### config.mk
export PLATFORM = sky130hd
export DESIGN_NAME = uart_rx_param
export DESIGN_NICKNAME = d
export VERILOG_FILES = /design/src/rtl/uart_rx_param.sv
export SDC_FILE = /design/constraint.sdc
export NUM_CORES = 1
export LEC_CHECK = 0
export CAP_MARGIN = 40
export CORE_MARGIN = 5
export CORE_UTILIZATION = 50
export CTS_BUF_LIST = sky130_fd_sc_hd__clkbuf_4
export CTS_CLUSTER_SIZE = 30
export DETAILED_ROUTE_END_ITERATION = 7
export PLACE_DENSITY = 0.78
export SYNTH_ARGS = -nofsm -noshare
export SYNTH_HDL_FRONTEND = slang
export SYNTH_SLANG_ARGS = --single-unit
### constraint.sdc
create_clock -name clk -period 1.9 [get_ports clk]
set_clock_uncertainty 0.15 [all_clocks]
set_input_delay 0.38 -clock clk [delete_from_list [all_inputs] [get_ports clk]]
set_output_delay 0.38 -clock clk [all_outputs]
set_load 0.02 [all_outputs]
### src/rtl/uart_rx_param.sv
// Parametrised UART receiver: 2-flop synchroniser, glitch-rejecting start check, parity/framing/overrun
// flags and a valid/ready output. Define UART_RX_MAJORITY_EN for 2-of-3 majority bit decisions.
module uart_rx_param #(
    parameter int unsigned DATA_BITS   = 8,
    parameter int unsigned PARITY_MODE = 0,
    parameter int unsigned STOP_BITS   = 1,
    parameter int unsigned OVERSAMPLE  = 16
) (
    input  logic                 clk,
    input  logic                 rst_n,
    input  logic                 rx,
    input  logic                 s_tick,
    output logic [DATA_BITS-1:0] dout,
    output logic                 dout_valid,
    input  logic                 dout_ready,
    output logic                 frame_err,
    output logic                 parity_err,
    output logic                 overrun,
    output logic                 busy
);
    localparam int unsigned CW = $clog2(OVERSAMPLE);
    localparam int unsigned IW = $clog2(DATA_BITS);
`ifdef UART_RX_MAJORITY_EN
    localparam int unsigned MAJ = 1;
`else
    localparam int unsigned MAJ = 0;
`endif
    localparam logic [CW-1:0] CNT_LAST  = CW'(OVERSAMPLE - 1);
    localparam logic [CW-1:0] START_CHK = CW'(OVERSAMPLE / 2 - 1 + MAJ);
    localparam logic [CW-1:0] CNT_AFTER = CW'(MAJ);
    localparam logic [IW-1:0] LAST_BIT  = IW'(DATA_BITS - 1);
    localparam logic [IW-1:0] LAST_STOP = IW'(STOP_BITS - 1);

    typedef enum logic [2:0] {IDLE, START, DATA, PARITY, STOP} state_t;

    state_t               state_q, state_d;
    logic [1:0]           sync_q;
    logic [CW-1:0]        cnt_q, cnt_d;
    logic [IW-1:0]        idx_q, idx_d;
    logic                 pend_q, pend_d;
    logic [DATA_BITS-1:0] shift_q, shift_d;
    logic                 fa_q, fa_d;
    logic                 pa_q, pa_d;
    logic [DATA_BITS-1:0] dout_q, dout_d;
    logic                 valid_q, valid_d;
    logic                 ferr_q, ferr_d;
    logic                 perr_q, perr_d;
    logic                 ovr_q, ovr_d;
    logic                 rx_s, bit_val, decide, complete;

    assign rx_s = sync_q[1];

`ifdef UART_RX_MAJORITY_EN
    // Two previous tick samples; the vote is taken one tick after the nominal centre.
    logic [1:0] hist_q;
    always_ff @(posedge clk or negedge rst_n) begin
        if (!rst_n)      hist_q <= '1;
        else if (s_tick) hist_q <= {hist_q[0], rx_s};
    end
    assign bit_val = (hist_q[1] & hist_q[0]) | (hist_q[1] & rx_s) | (hist_q[0] & rx_s);
`else
    assign bit_val = rx_s;
`endif

    always_ff @(posedge clk or negedge rst_n) begin
        if (!rst_n) begin
            sync_q  <= '1;
            state_q <= IDLE;
            cnt_q   <= '0;
            idx_q   <= '0;
            pend_q  <= 1'b0;
            shift_q <= '0;
            fa_q    <= 1'b0;
            pa_q    <= 1'b0;
            dout_q  <= '0;
            valid_q <= 1'b0;
            ferr_q  <= 1'b0;
            perr_q  <= 1'b0;
            ovr_q   <= 1'b0;
        end else begin
            sync_q  <= {sync_q[0], rx};
            state_q <= state_d;
            cnt_q   <= cnt_d;
            idx_q   <= idx_d;
            pend_q  <= pend_d;
            shift_q <= shift_d;
            fa_q    <= fa_d;
            pa_q    <= pa_d;
            dout_q  <= dout_d;
            valid_q <= valid_d;
            ferr_q  <= ferr_d;
            perr_q  <= perr_d;
            ovr_q   <= ovr_d;
        end
    end

    always_comb begin
        state_d  = state_q;
        cnt_d    = cnt_q;
        idx_d    = idx_q;
        pend_d   = pend_q;
        shift_d  = shift_q;
        fa_d     = fa_q;
        pa_d     = pa_q;
        dout_d   = dout_q;
        valid_d  = valid_q & ~dout_ready;
        ferr_d   = ferr_q;
        perr_d   = perr_q;
        ovr_d    = 1'b0;
        decide   = 1'b0;
        complete = 1'b0;
        if (s_tick) begin
            unique case (state_q)
                IDLE: begin
                    if (!rx_s) begin
                        state_d = START;
                        cnt_d   = '0;
                    end
                end
                START: begin
                    if (cnt_q == START_CHK) begin
                        if (!bit_val) begin
                            state_d = DATA;
                            cnt_d   = CNT_AFTER;
                            idx_d   = '0;
                            pend_d  = 1'b0;
                            fa_d    = 1'b0;
                            pa_d    = 1'b0;
                        end else begin
                            state_d = IDLE;
                        end
                    end else begin
                        cnt_d = cnt_q + 1'b1;
                    end
                end
                DATA, PARITY, STOP: begin
                    // With majority voting the mid-bit tick only arms a decision for the following tick.
                    if (MAJ != 0 && pend_q) begin
                        decide = 1'b1;
                        pend_d = 1'b0;
                    end else if (cnt_q == CNT_LAST) begin
                        cnt_d = '0;
                        if (MAJ != 0) pend_d = 1'b1;
                        else          decide = 1'b1;
                    end else begin
                        cnt_d = cnt_q + 1'b1;
                    end
                    if (decide) begin
                        cnt_d = CNT_AFTER;
                        case (state_q)
                            DATA: begin
                                shift_d[idx_q] = bit_val;
                                if (idx_q == LAST_BIT) begin
                                    idx_d   = '0;
                                    state_d = (PARITY_MODE != 0) ? PARITY : STOP;
                                end else begin
                                    idx_d = idx_q + 1'b1;
                                end
                            end
                            PARITY: begin
                                pa_d    = (PARITY_MODE == 1) ? ((^shift_q) != bit_val)
                                                             : ((~^shift_q) != bit_val);
                                state_d = STOP;
                            end
                            default: begin
                                fa_d = fa_q | ~bit_val;
                                if (idx_q == LAST_STOP) begin
                                    complete = 1'b1;
                                    state_d  = IDLE;
                                end else begin
                                    idx_d = idx_q + 1'b1;
                                end
                            end
                        endcase
                    end
                end
                default: state_d = IDLE;
            endcase
        end
        if (complete) begin
            if (!valid_q || dout_ready) begin
                dout_d  = shift_d;
                ferr_d  = fa_d;
                perr_d  = pa_q;
                valid_d = 1'b1;
            end else begin
                ovr_d = 1'b1;
            end
        end
    end

    assign dout       = dout_q;
    assign dout_valid = valid_q;
    assign frame_err  = ferr_q;
    assign parity_err = perr_q;
    assign overrun    = ovr_q;
    assign busy       = (state_q != IDLE);
endmodule
# == After elaboration in Yosys (flattened, before gate mapping) ==
# Index checks and enable logic that the tools add are counted.
# totals
ff_bits,34
input_bits,5
out_inout_bits,13
# classes
bitwise_logic,4
eq_ne,17
order_cmp,2
reduce_logical,16
n_mux,50
n_addsub,2
# op_table
operator,n
2-to-1 mux 8 bit,4
2-to-1 mux 3 bit,10
2-to-1 mux 1 bit,22
one-hot mux 3 bit (2 select lines),3
2-to-1 mux 4 bit,4
"!= test 2 bit, second input constant",6
one-hot mux 4 bit (3 select lines),1
AND reduction 6 bit,2
one-hot mux 3 bit (3 select lines),1
bitwise mux 8 bit,1
XNOR reduction 8 bit,1
AND reduction 7 bit,1
"equality test 3 x 2 -> 1 bit, second input constant",2
"equality test 3 bit, second input constant",2
logical NOT 3 bit,2
"!= test 3 bit, second input constant",2
nonzero test 3 bit,2
"adder 4 x 1 -> 4 bit, second input constant",1
"equality test 4 x 3 -> 1 bit, second input constant",1
"equality test 4 bit, second input constant",1
"< comparator 3 x 4 -> 1 bit, second input constant",1
"!= test 4 bit, second input constant",1
one-hot mux 1 bit (2 select lines),2
AND reduction 2 bit,2
15 further kinds,16

# == Longest topological paths before layout ==
# depth
word_depth,9
mapped_depth,7

# == Worst setup path after synthesis ==
# No wires, ideal clock.
# synth_timing
path_kind,register -> register
start,register idx_q[0]
end,register idx_q[0]
setup_slack_ns,0.094
setup_time_ns,0.125
arrival_time_ns,1.531
path_stages_with_launch,7
synth_period_minus_slack_ns,1.806
path_cell_list,dfrtp_1 inv_1 ha_1 nand2b_1 a311o_2 nand4_2 mux2_4
# synth_via
elab_chain_cells,5
word_cells_on_any_way,10
# synth_lines
element,line_no,source
start: declaration,39,"logic [IW-1:0] idx_q, idx_d;"
start signal: assignment,84,idx_q <= idx_d;
adder 3 x 1 -> 3 bit / equality test 3 bit (equally long branches),"157, 171, 153",
"2-to-1 mux 3 bit, on equally long branches","167, 153",
one-hot mux 3 bit (2 select lines),150,case (state_q)
2-to-1 mux 3 bit,148,if (decide) begin
one-hot mux 3 bit (2 select lines),113,unique case (state_q)
# Parallel ways exist; a longest one is shown, timed or not. The select of a mux whose other input is x is not followed.
# A chain may end at the register's enable or synchronous reset.

# == Worst setup path in the final report ==
# layout_timing
start,register state_q[2]
end,register state_q[2]
# layout_via
elab_chain_cells,4
word_cells_on_any_way,15
# layout_lines
element,line_no,source
start: declaration,36,"state_t state_q, state_d;"
start signal: assignment,82,state_q <= state_d;
equality test 3 x 2 -> 1 bit / equality test 3 bit (equally long branches),"113, 150",
OR reduction 3 bit / one-hot mux 3 bit (2 select lines) (equally long branches),"113, 150",
!= test 4 bit (no source line) (tied with other cells),--,
AND reduction 6 bit (no source line) / one-hot mux 3 bit (3 select lines) (equally long branches),--,
# Parallel ways exist; a longest one is shown, timed or not. The select of a mux whose other input is x is not followed.

==> results.md <==
* Total of warnings raised by yosys at 0
* Data required time at the worst endpoint at 1.98 ns
* Setup violations, final at 0
* Clock Sink Count at 34
* Clock-pin slew of the registers on the worst-case setup and hold paths at ~0.11 ns
* Cell at the slowest stage of the critical path: sky130_fd_sc_hd__dfrtp_2
* Wire length of the first global-routing pass at ~7.4 mm
* Run status: finished, final reports clean
* Number of routed nets with antenna violations at 0
* Number of iterations in the first detailed-routing pass at 4
* CP Class: reg -> reg
* CTS buffer count at 5
* Max_slew headroom at between 70 and 80%
* Cell at the root of the clock tree: sky130_fd_sc_hd__clkbuf_4
* Diode insertion count for antenna repair at 0
* CTS Hold Buffers Added at 0
* Power per cell area at ~1100 mW/mm²
* Number of vias per cell at 5.78
* Seq cells post-synth at 34
* Count of routing violations after the opening detailed-route iteration at 123
* Capturing element type of the critical path: flop
* Power consumption at 2590 µW
* Gp weighted congestion at about 1.0
* Cell types occupying the most area after synthesis: sky130_fd_sc_hd__dfrtp_1 44%, sky130_fd_sc_hd__o21ai_0 6.8%, sky130_fd_sc_hd__nand2_1 3.5%
* Worst hold-check path type: reg -> reg
* Maximum number of pins on one net before global-route repair at 35
* Most used standard cells in the synthesized netlist: 32 x sky130_fd_sc_hd__dfrtp_1, 25 x sky130_fd_sc_hd__o21ai_0, 17 x sky130_fd_sc_hd__nand2_1
* Cell-by-cell listing of the critical path: buf_4 -> nor3b_4 -> nand2_1 -> nand4_1 -> mux2_4
* CP bufs+invs at 1
* Area growth from synthesis to layout at 31.5%
* Cell type with the largest total area after synthesis: sky130_fd_sc_hd__dfrtp_1
* Maximum vdd drop at 0.755 mV
* Yosys cell types at 49
* Combined area of all synthesized cells at 0.00183 mm²
* Number of remaining DRC errors at 0
* Max-slew violation total from the final report at 0
* Starting Density at ~51%
* DIE HEIGHT at approximately 71 µm
* Sequential cell area fraction in the yosys report at a little under half
* Overall routed net length at about 4.5 mm
* Max-cap check violation count at 0
* Period utilization at 99.3%
* Sum of negative setup slack at 0 ns
* Via count of the first global-routing pass at 1589
* Critical-path maximum fanout at 10
* Die X at 70.5 µm
* Buffers added on ports at 17
* Number of standard-cell rows in the floorplan at 22
* Half-perimeter wire length after detailed placement at a little over 3 mm
* Proportion of synthesized flip-flops having asynchronous set or reset at 100%
* Maximum achievable frequency at 530 MHz
* Overall global routing resource usage at 18.4%
* I/O pin total at 18
* Post-synth EDFFs at 0
* Number of hold-slack violations in the final timing report at 0
* Area share of the largest cell type after synthesis at between 40 and 50%
* Clk Latency, worst-skew pair at around 0.34 ns
* Layout Nets at between 200 and 250
* Top delay family on crit path: simple AND/OR/NAND/NOR gates
* Proportion of layout cells with a drive suffix above 1 at between 30% and 40%
* Data arrival time of the critical path at 1.97 ns
* Element type at the critical path start: flop
* Area of the placeable core at 0.00361 mm²
* Number of standard cells in the final layout excluding fillers at roughly 270
* H-tree Lvls at 2
* Worst Tran Pin Value at around 0.35 ns
* Reported leakage power at 0.00111 µW
* Dpl cells at 252
* Routed len/inst at ~17 µm
* Count of mapped cells out of synthesis at 179
* Average footprint of a synthesized cell at 10.2 µm²
* Antenna violations before repair at 0
* Max clock buf depth at 2
* Worst path max stage delay at 0.38 ns
* Aggregate global routing overflow at 0
* TritonCTS clock tree: done
* Unrepaired setup endpoints after global routing: true
* Most common flop cell mapped by yosys: sky130_fd_sc_hd__dfrtp_1
* Synthesized net count at 188
* Most frequent cell after synthesis: sky130_fd_sc_hd__dfrtp_1
* Area of the die at 0.00498 mm²
* Overall via count from detail_route at 1573
* Period minus WS final at 1.89 ns
-- final cells by class --
cell class | instances | area [µm²]
Fill cell | 265 | 1200
Sequential cell | 34 | 858
Inverter | 8 | 30.0
Clock buffer | 5 | 37.5
Clock inverter | 3 | 16.3
Timing Repair Buffer | 47 | 418
Tap cell | 48 | 60.1
Multi-Input combinational cell | 127 | 990
-- routing by layer --
| layer | vias to the layer above | part of all wire, % | GRT usage, % |
|---|---|---|---|
| met5 | - | 0 | 0 |
| met1 | 778 | 43 | 22.6 |
| met4 | 0 | 2.2 | 6.68 |
| met3 | 11 | 4.3 | 4.83 |
| met2 | 43 | 50 | 31.2 |
| li1 | 741 | - | - |
-- worst paths after layout --
kind | from | cells past startpoint | to | slack [ns]
worst min-delay path | sync_q[0]$_DFF_PN1_ | 0 | sync_q[1]$_DFF_PN1_ | 0.21
worst max-delay path | state_q[2]$_DFFE_PN0P_ | 5 | state_q[2]$_DFFE_PN0P_ | 0.01
worst max register to register | state_q[2]$_DFFE_PN0P_ | 5 | state_q[2]$_DFFE_PN0P_ | 0.01
min in group asynchronous | rst_n | 2 | shift_q[7]$_DFF_PN0_ | 0.24
max in group asynchronous | rst_n | 2 | sync_q[1]$_DFF_PN1_ | 1.10
worst min register to register | sync_q[0]$_DFF_PN1_ | 0 | sync_q[1]$_DFF_PN1_ | 0.21
-- cells by family (layout without fill, tap and decap cells) --
family | Yosys count | in the layout | synth area share, %
compound gates | 48 | 48 | 16.9
xor+xnor | 5 | 5 | 3.89
fa+ha+maj | 4 | 4 | 2.73
buf+inv | 18 | 63 | 4.44
flops | 34 | 34 | 46.6
mux | 9 | 9 | 5.46
simple gates | 61 | 61 | 20.1
-- where the power goes --
group          leakage (µW)  switching, µW  internal [µW]
sequential         0.000452            173            823
combinational      0.000624            570            626
clock             0.0000286            257            138
-- per-stage QoR --
| stage | hold WS (ns) | cell area (µm²) | utilization [%] | setup WS [ns] |
|---|---|---|---|---|
| after floorplan | -0.0656 | 1830 | - | 0.0936 |
| after global placement | 0.196 | 2160 | 59.9 | -0.0452 |
| after detailed placement | 0.197 | 2160 | 59.9 | -0.0689 |
| after CTS | 0.212 | 2250 | 62.5 | 0.000499 |
| after global routing | 0.215 | 2410 | 66.8 | -0.0257 |
| final | 0.212 | 2410 | 66.8 | 0.0132 |
-- registers in the layout, indices dropped and copies added (netlist names), 2 cells and up --
| name | count |
|---|---|
| cnt_q | 4 |
| sync_q | 2 |
| state_q | 3 |
| dout | 8 |
| shift_q | 8 |
| idx_q | 3 |
-- layout by cell type, fill, tap and decap left out, types with 2 or more instances in the layout --
master	count
sky130_fd_sc_hd__o21ai_0	20
sky130_fd_sc_hd__nand2_1	16
sky130_fd_sc_hd__buf_6	2
sky130_fd_sc_hd__nor3_1	2
sky130_fd_sc_hd__dfrtp_1	28
sky130_fd_sc_hd__nor2_1	4
sky130_fd_sc_hd__mux2_2	2
sky130_fd_sc_hd__mux2_4	3
sky130_fd_sc_hd__clkdlybuf4s50_1	13
sky130_fd_sc_hd__inv_1	7
sky130_fd_sc_hd__buf_4	27
sky130_fd_sc_hd__dlymetal6s2s_1	3
sky130_fd_sc_hd__nand3b_1	2
sky130_fd_sc_hd__a22o_1	2
sky130_fd_sc_hd__nand3_1	8
sky130_fd_sc_hd__nand4_1	4
sky130_fd_sc_hd__dfstp_2	2
sky130_fd_sc_hd__and3_1	2
sky130_fd_sc_hd__ha_4	4
sky130_fd_sc_hd__o21ai_1	6
sky130_fd_sc_hd__xnor3_1	2
sky130_fd_sc_hd__dfrtp_2	4
sky130_fd_sc_hd__xnor2_1	2
sky130_fd_sc_hd__nand2b_1	6
sky130_fd_sc_hd__a21oi_1	6
sky130_fd_sc_hd__clkbuf_4	5
sky130_fd_sc_hd__o31ai_2	3
sky130_fd_sc_hd__mux2i_1	4
sky130_fd_sc_hd__nor2b_1	2
-- what timing repair did --
action | in CTS | in global routing
resized for setup | 7 | 28
buffers inserted | 4 | 8
pin swaps | 1 | 6
setup endpoints to repair | 8 | 26
Note: power is estimated with default switching activity, not from simulation.
